===== src/rtl/i2c_xfer_seq.sv =====
`default_nettype none
// ============================================================================
// i2c_xfer_seq - whole-transfer command sequencer in front of an I2C master.
// Optional relaunch-on-NACK via I2C_XFER_RETRY_EN.                Rev 1.0
// ============================================================================
module i2c_xfer_seq #(
   parameter int DEPTH       = 16,
   parameter int AW          = 4,
   parameter int TIMEOUT_CYC = 100000,
   parameter int MAX_RETRY   = 3
) (
   input  logic          clk,
   input  logic          reset,
   input  logic          cmd_valid,
   output logic          cmd_ready,
   input  logic          cmd_rw,
   input  logic [6:0]    cmd_dev,
   input  logic [7:0]    cmd_ptr,
   input  logic [5:0]    cmd_len,
   input  logic          wb_we,
   input  logic [AW-1:0] wb_addr,
   input  logic [7:0]    wb_data,
   input  logic [AW-1:0] rb_addr,
   output logic [7:0]    rb_data,
   output logic          busy,
   output logic          xfer_done,
   output logic          nack_err,
   output logic          tmo_err,
   output logic          len_err,
`ifdef I2C_XFER_RETRY_EN
   output logic [1:0]    retry_cnt,
`endif
   output logic          go,
   output logic          rw,
   output logic [5:0]    N_Byte,
   output logic [6:0]    dev_add,
   output logic [7:0]    R_Pointer,
   output logic [7:0]    dwr,
   input  logic [7:0]    drd,
   input  logic          ready,
   input  logic          done,
   input  logic          ack_e
);

   localparam int         TW       = $clog2(TIMEOUT_CYC + 1);
   localparam logic [TW-1:0] TMO_LAST = TW'(TIMEOUT_CYC - 1);
   localparam logic [5:0] LEN_MAX  = 6'(DEPTH);

   if (DEPTH < 1 || DEPTH > 63 || AW > 6 || (2 ** AW) < DEPTH ||
       MAX_RETRY < 0 || MAX_RETRY > 3 || TIMEOUT_CYC < 2) begin : g_param_chk
      $error("i2c_xfer_seq: unsupported parameter set");
   end

   typedef enum logic [2:0] {
      S_IDLE   = 3'd0,
      S_LAUNCH = 3'd1,
      S_ABORT  = 3'd2,
      S_RUN    = 3'd3,
      S_FINISH = 3'd4
   } state_t;

   state_t        state_q;
   logic [TW-1:0] tcnt_q;
   logic          acnt_q;
   logic [5:0]    bc_q;
   logic          done_q;
   logic          cmd_ready_q, busy_q, xfer_done_q;
   logic          nack_q, tmo_q, len_q;
   logic          go_q, rw_q;
   logic [5:0]    nbyte_q;
   logic [6:0]    dev_q;
   logic [7:0]    ptr_q;
   logic [7:0]    dwr_q;
   logic [7:0]    rb_data_q;
   logic [7:0]    wbuf_q [DEPTH];
   logic [7:0]    rbuf_q [DEPTH];

   logic w_len_ok, w_accept, w_take, w_rise, w_nack, w_retry;

   assign w_len_ok = (cmd_len != 6'd0) && (cmd_len <= LEN_MAX);
   assign w_accept = (state_q == S_IDLE) && cmd_valid && cmd_ready_q && w_len_ok;
   assign w_take   = (state_q == S_RUN) && ready && (bc_q < nbyte_q);
   assign w_rise   = done && !done_q;
   // ack_e is cleared by the master at stop, so fold in the live value
   assign w_nack   = nack_q | ack_e;

`ifdef I2C_XFER_RETRY_EN
   logic [1:0] retry_q;

   assign w_retry   = w_nack && (retry_q < 2'(MAX_RETRY));
   assign retry_cnt = retry_q;

   always_ff @(posedge clk) begin
      if (reset) begin
         retry_q <= 2'd0;
      end else if (w_accept) begin
         retry_q <= 2'd0;
      end else if ((state_q == S_RUN) && w_rise && w_retry) begin
         retry_q <= retry_q + 2'd1;
      end
   end
`else
   assign w_retry = 1'b0;
`endif

   always_ff @(posedge clk) begin
      if (reset) begin
         state_q     <= S_IDLE;
         tcnt_q      <= '0;
         acnt_q      <= 1'b0;
         bc_q        <= 6'd0;
         done_q      <= 1'b1;
         cmd_ready_q <= 1'b0;
         busy_q      <= 1'b0;
         xfer_done_q <= 1'b0;
         nack_q      <= 1'b0;
         tmo_q       <= 1'b0;
         len_q       <= 1'b0;
         go_q        <= 1'b0;
         rw_q        <= 1'b0;
         nbyte_q     <= 6'd0;
         dev_q       <= 7'd0;
         ptr_q       <= 8'd0;
         dwr_q       <= 8'd0;
      end else begin
         done_q      <= done;
         xfer_done_q <= 1'b0;
         case (state_q)
            S_IDLE: begin
               cmd_ready_q <= 1'b1;
               if (cmd_valid && cmd_ready_q) begin
                  if (!w_len_ok) begin
                     len_q       <= 1'b1;
                     xfer_done_q <= 1'b1;
                  end else begin
                     rw_q        <= cmd_rw;
                     nbyte_q     <= cmd_len;
                     dev_q       <= cmd_dev;
                     ptr_q       <= cmd_ptr;
                     bc_q        <= 6'd0;
                     nack_q      <= 1'b0;
                     tmo_q       <= 1'b0;
                     len_q       <= 1'b0;
                     busy_q      <= 1'b1;
                     go_q        <= 1'b1;
                     tcnt_q      <= '0;
                     cmd_ready_q <= 1'b0;
                     state_q     <= S_LAUNCH;
                  end
               end
            end
            S_LAUNCH: begin
               if (!done) begin
                  go_q    <= 1'b0;
                  state_q <= S_RUN;
               end else if (tcnt_q == TMO_LAST) begin
                  go_q    <= 1'b0;
                  acnt_q  <= 1'b0;
                  state_q <= S_ABORT;
               end else begin
                  tcnt_q <= tcnt_q + TW'(1);
               end
            end
            S_ABORT: begin
               // the master may have sampled go on the last LAUNCH edge
               acnt_q <= 1'b1;
               if (!done) begin
                  state_q <= S_RUN;
               end else if (acnt_q) begin
                  tmo_q   <= 1'b1;
                  state_q <= S_FINISH;
               end
            end
            S_RUN: begin
               nack_q <= w_nack;
               if (w_take) begin
                  if (!rw_q) begin
                     dwr_q <= wbuf_q[bc_q[AW-1:0]];
                  end
                  bc_q <= bc_q + 6'd1;
               end
               if (w_rise) begin
                  if (w_retry) begin
                     nack_q  <= 1'b0;
                     bc_q    <= 6'd0;
                     tcnt_q  <= '0;
                     go_q    <= 1'b1;
                     state_q <= S_LAUNCH;
                  end else begin
                     state_q <= S_FINISH;
                  end
               end
            end
            S_FINISH: begin
               xfer_done_q <= 1'b1;
               busy_q      <= 1'b0;
               cmd_ready_q <= 1'b1;
               state_q     <= S_IDLE;
            end
            default: state_q <= S_IDLE;
         endcase
      end
   end

   always_ff @(posedge clk) begin
      if (wb_we) begin
         wbuf_q[wb_addr] <= wb_data;
      end
      if (w_take && rw_q) begin
         rbuf_q[bc_q[AW-1:0]] <= drd;
      end
   end

   always_ff @(posedge clk) begin
      if (reset) begin
         rb_data_q <= 8'd0;
      end else begin
         rb_data_q <= rbuf_q[rb_addr];
      end
   end

   assign cmd_ready = cmd_ready_q;
   assign busy      = busy_q;
   assign xfer_done = xfer_done_q;
   assign nack_err  = nack_q;
   assign tmo_err   = tmo_q;
   assign len_err   = len_q;
   assign go        = go_q;
   assign rw        = rw_q;
   assign N_Byte    = nbyte_q;
   assign dev_add   = dev_q;
   assign R_Pointer = ptr_q;
   assign dwr       = dwr_q;
   assign rb_data   = rb_data_q;

endmodule
`default_nettype wire


===== config.mk =====
export PLATFORM = sky130hd
export DESIGN_NAME = i2c_xfer_seq
export DESIGN_NICKNAME = d
export VERILOG_FILES = /design/src/rtl/i2c_xfer_seq.sv
export SDC_FILE = /design/constraint.sdc
export NUM_CORES = 1
export LEC_CHECK = 0
export ABC_AREA = 1
export CORE_MARGIN = 1.5
export CORE_UTILIZATION = 45
export DETAILED_ROUTE_END_ITERATION = 10
export PLACE_DENSITY = 0.76
export SLEW_MARGIN = 20
export SYNTH_ARGS = -nofsm -noshare
export SYNTH_HDL_FRONTEND = slang
export SYNTH_SLANG_ARGS = --single-unit

===== constraint.sdc =====
create_clock -name clk -period 4.4 [get_ports clk]
set_input_delay 0.66 -clock clk [delete_from_list [all_inputs] [get_ports clk]]
set_output_delay 0.66 -clock clk [all_outputs]
set_load 0.02 [all_outputs]

### Yosys cells after proc, flatten, opt, wreduce, memory -nomap -nowiden

Memories as Yosys holds them, arrays and structs flattened. A register that Yosys moved wholly into a read port is not among the register bits.
Cells that the tools add are included.

* flip-flop bits (word level): 57
* bits in writable memories: 256
* bits of input ports: 53
* output and inout bits: 45
* logic and storage cells: 105
* memories: 2

Memory list
* rbuf_q: words 16, bits a word 8, read ports 1, clocked after Yosys merged registers in 1, wr ports 1, RTL line 76 `logic [7:0] rbuf_q [DEPTH];`
* wbuf_q: words 16, bits a word 8, read ports 1, clocked after Yosys merged registers in 1, wr ports 1, RTL line 75 `logic [7:0] wbuf_q [DEPTH];`

* $add $sub $neg: 2
* magnitude comparators: 2
* equal/unequal tests: 16
* multiplexer cells: 40
* bitwise operators: 2
* reductions and logical operators: 25

Operators by type and width (number)
* two-way mux 17 bit: 4
* one-hot mux 17 bit (2 select lines): 1
* two-way mux 3 bit: 7
* two-way mux 6 bit: 3
* adder 17 x 1 -> 17 bit (second input constant): 1
* equality test 17 bit (second input constant): 1
* two-way mux 1 bit: 16
* != test 2 bit (second input constant): 8
* AND reduction 3 bit: 5
* AND reduction 5 bit: 3
* one-hot mux 1 bit (2 select lines): 7
* one-hot mux 3 bit (4 select lines): 1
* one-hot mux 6 bit (2 select lines): 1
* nonzero test 2 bit: 5
* AND reduction 4 bit: 2
* adder 6 x 1 -> 6 bit (second input constant): 1
* equality test 3 x 2 -> 1 bit (second input constant): 2
* less-or-equal comparator 6 x 5 -> 1 bit (second input constant): 1
* logical AND 1 bit: 6
* less-than comparator 6 bit: 1
* != test 3 bit (second input constant): 2
* nonzero test 6 bit: 1
* equality test 3 x 1 -> 1 bit (second input constant): 1
* equality test 3 bit (second input constant): 1
* 6 further kinds: 6

### Logic depth before layout (Yosys ltp)

* word-level depth: 6
* gate-level depth with buffers: 11
* gate-level depth less buffers: 10

### Least setup slack after synthesis

No wires, ideal clock.

* path kind: register -> register
* from: register nbyte_q[5] (netlist: N_Byte[5])
* to: memory rbuf_q[15][0] (enable)
* library setup time: 383 ps
* arrival time: 1936 ps
* path slack: 2081 ps
* cell stages (with the launch flop): 8
* buffers on the path: 0
* clock period less this slack: 2319 ps
* path through: dfxtp_1 inv_1 ha_1 nand2_1 nand3_1 nor3_4 nand2_4 nor3_1

* word-level cells in the longest chain between the ends: 5

RTL lines
* start: declaration: RTL line 70 `logic [5:0] nbyte_q;`
* start signal: assignment: RTL line 137 `nbyte_q <= cmd_len;`
* less-than comparator 6 bit: RTL line 82 `assign w_take = (state_q == S_RUN) && ready && (bc_q < nbyte_q);`
* logical AND 1 bit: RTL line 82
* logical AND 1 bit: RTL line 209 `if (w_take && rw_q) begin`
* two-way mux 1 bit: RTL line 209
* two-way mux 1 bit (implied by the code): RTL line 210 `rbuf_q[bc_q[AW-1:0]] <= drd;`
* end: declaration: RTL line 76

Every way passes these cells.

### Worst setup path in the final report

* from: register bc_q[1]
* to: memory rbuf_q[8][5] (enable)

* word-level cells in the longest chain between the ends: 5

RTL lines
* start: declaration: RTL line 65 `logic [5:0] bc_q;`
* start signal: assignment: RTL line 180 `bc_q <= bc_q + 6'd1;`
* less-than comparator 6 bit: RTL line 82
* logical AND 1 bit: RTL line 82
* logical AND 1 bit: RTL line 209
* two-way mux 1 bit: RTL line 209
* two-way mux 1 bit (implied by the code): RTL line 210

Parallel ways exist; a longest one is shown, timed or not.

==> metrics.md <==
| Metric | Value |
|---|---|
| Status | `finished, final reports clean` |
| Leak | `about 5.4 nW` |
| Vias in the first global route | `~9500` |
| Util after Layout | `0.541` |
| Unrepaired setup endpoints after global routing | `false` |
| First-pass GRT wire length | `50.2 mm` |
| Crit. Startpoint | `bc_q[1]$_SDFFE_PP0P_` |
| Syn nets | `1397` |
| Die height | `between 150 and 200 um` |
| Pwr/cell area | `between 400 and 500 nW/um2` |
| # port buffers | `97` |
| I/O pin count | `just under 100` |
| CP Launch Type | `flip-flop` |
| Die X | `178 um` |
| Worst skew pair latency | `between 500 and 600 ps` |
| Initial core utilization | `0.461` |
| Final hold vios | `0` |
| Tot GR Track Use | `0.206` |
| Core outline area | `around 30000 um2` |
| CP endpoint kind | `flip-flop` |
| Clock network power share | `0.397` |
| Sw Ratio | `0.241` |
| H-tree levels | `2` |
| Hold WS | `between 400 and 500 ps` |
| Remaining Overflow, GRT | `0` |
| Layout cells sized above 1 | `0.0714` |
| Crit path DAT | `2900 ps` |
| Final setup fails | `0` |
| Worst hold path type | `reg -> reg` |
| Reg2Reg Depth | `7` |
| Antenna viol nets, final | `0` |
| Register area share after synthesis | `0.664` |
| Vias | `9874` |
| Setup TNS | `0 ps` |
| Met2 routed WL | `between 15 and 20 mm` |
| Met1 Wirelength | `13.2 mm` |
| Minimum clock period | `2760 ps` |
| Final GP Congestion | `between 0.8 and 0.9` |
| Overall power | `~7.0 mW` |
| Primary FF master, synth | `edfxtp_1` |
| Synth cell types | `39` |
| Cts hold-fix bufs | `0` |
| Max IR drop VDD | `between 0.2 and 0.25 mV` |
| Clock tree from TritonCTS | `yes` |
| Post-CTS resize count | `0` |
| Crit Path Category | `reg -> reg` |
| R2R Path End | `rbuf_q[8][5]$_DFFE_PP_` |
| Antenna violations before repair | `0` |
| Routed wire per std cell | `around 18 um` |
| CP Max Fanout | `11` |
| Hold Startpoint | `tmo_err$_SDFFE_PP0P_` |
| Period utilization | `0.628` |
| Syn. warnings | `0` |
| Worst-Margin Slew | `around 950 ps` |
| Placed Instance Area | `around 15000 um2` |
| N_diodes | `0` |
| Mean Syn Cell Area | `just over 10 um2` |
| Area growth, synth to finish | `17.2%` |
| Worst hold stages | `2` |
| Post-Layout Inst Area | `around 16000 um2` |
| Clock root cell | `clkbuf_16` |
| Worst EP required | `between 4000 and 5000 ps` |
| Synthesized area | `approximately 14000 um2` |
| Initial drt markers | `about 1100` |
| Total wire length | `between 30 and 40 mm` |
| CTS Buffer Depth | `3` |
| DP HPWL | `~21 mm` |
| Pin count of the biggest net entering global routing | `68` |
| Max frequency | `between 0.3 and 0.4 GHz` |
| # DRC | `0` |
| CTS sink cnt | `between 300 and 400` |
| Worst r2r src | `bc_q[1]$_SDFFE_PP0P_` |
| Max_cap viols | `0` |
| Final Slew Violations | `0` |
| Post-Syn Instances | `roughly 1300` |
| Max_slew headroom | `0.366` |
| Clock slew at reported path FFs | `60 ps` |
| Routed wl met3 | `between 2 and 2.5 mm` |
| Hold path endpoint | `tmo_err$_SDFFE_PP0P_` |
| Via/cell ratio | `~5.4` |
| Setup Buffers After CTS | `0` |
| Post-layout net count | `1480` |
| Top layer in use | `met4` |
| Register bit count reported by yosys | `about 330` |
| Full die area | `between 30000 and 40000 um2` |
| CTS Buf Count | `35` |
| Number of flops mapped to enable cells by yosys | `~260` |
| Rows | `63` |
| Combinational Power Share | `0.105` |
| Switch Pwr | `approximately 1.7 mW` |
| Ys async rst share | `0` |
| Drt pass-1 iters | `7` |
| Int Pwr | `roughly 5.3 mW` |
| Seq pwr share | `0.498` |
| R2R Setup Slk | `about 1600 ps` |
| Setup Skew | `14.4 ps` |
cells by family after synthesis:
group,share of synthesized area
AOI/OAI and AO/OA,0.102
xor gates and xnor gates,0.00191
and+or+nand+nor,0.189
DFF,0.664
adders and majority gates,0.00908
buffers and inverters,0.0344
registers in the layout, indices dropped and copies added, names as in the netlist, 3 cells and up:
name and count:
R_Pointer 8, tcnt_q 17, N_Byte 6, rb_data 8, dwr 8, wbuf_q 128, rbuf_q 128, dev_add 7
bc_q 6, state_q 3
Yosys cell counts (17+ instances only):
| library cell | n | share of area |
|---|---|---|
| nor2_1 | 351 | 0.096 |
| edfxtp_1 | 256 | 0.56 |
| nand2_1 | 171 | 0.047 |
| o21ai_0 | 164 | 0.060 |
| dfxtp_1 | 73 | 0.11 |
| nand3_1 | 47 | 0.017 |
| inv_1 | 43 | 0.012 |
| a21oi_1 | 42 | 0.015 |
| clkbuf_1 | 39 | 0.011 |
| o211ai_1 | 32 | 0.017 |
| buf_2 | 17 | 0.0062 |
how the worst max path moves through the flow:
stage | endpoint | slack [ps] | depth (start not counted)
5_1_grt | rbuf_q[8][5]$_DFFE_PP_ | 1460 | 7
3_5_place_dp | rbuf_q[8][5]$_DFFE_PP_ | 1450 | 7
3_3_place_gp | rbuf_q[8][5]$_DFFE_PP_ | 1530 | 7
4_1_cts | rbuf_q[8][5]$_DFFE_PP_ | 1660 | 7
6_report | rbuf_q[8][5]$_DFFE_PP_ | 1640 | 7
2_1_floorplan | rbuf_q[15][0]$_DFFE_PP_ | 2080 | 7
cells in the final DEF, fill, tap and decap left out, types with 6 or more instances in the layout:
master,Yosys,final
nand3_1,47,47
buf_4,1,10
nand4_1,14,14
clkbuf_16,0,37
o21ai_1,7,7
inv_1,43,43
dfxtp_1,73,72
clkinv_2,1,7
o21bai_1,6,6
nor3_2,0,6
o21ai_0,164,164
inv_2,8,8
o211ai_1,32,32
clkbuf_1,39,9
ha_1,10,10
nor3_1,14,8
clkdlybuf4s50_1,0,96
nor2_1,351,351
a21oi_1,42,42
nand2_1,171,171
edfxtp_1,256,256
clkinvlp_4,0,6
power by group through the flow:
| stage | sequential, mW | clock [mW] | combinational (mW) |
|---|---|---|---|
| after CTS | 3.47 | 2.80 | 0.727 |
| after detailed placement | 3.53 | 0 | 0.722 |
| after global placement | 3.53 | 0 | 0.709 |
| after global routing | 3.47 | 2.92 | 0.801 |
| after floorplan | 3.56 | 0 | 0.429 |
| final | 3.47 | 2.76 | 0.728 |
per-stage QoR:
stage,setup slack (ps),instances
finish,1640,1832
floorplan,2080,1334
global route,1460,1832
global placement,1530,1770
detailed placement,1450,1770
CTS,1660,1832
critical path, stage by stage, from the launching register on:
cell	delay, ps
dfxtp_1	560
ha_1	310
a21boi_1	130
o21ai_1	250
nand2_4	170
nor2_4	150
nand2_1	230
nor2_1	590
metal layers:
metal	GRT usage	vias to the layer above
met4	0.0802	0
li1	-	4752
met2	0.347	408
met1	0.266	4634
met3	0.0320	80
met5	0.00321	-
final cells by class:
| class | instances | area (um2) |
|---|---|---|
| well taps | 390 | 488 |
| flip-flops and latches | 329 | 9150 |
| inverters | 54 | 204 |
| multi-input cells | 890 | 4190 |
| clock inverters | 15 | 113 |
| clock buffers | 47 | 973 |
| repair buffers | 107 | 1040 |
| fillers | 2530 | 13700 |
(Power assumes the default switching activity.)
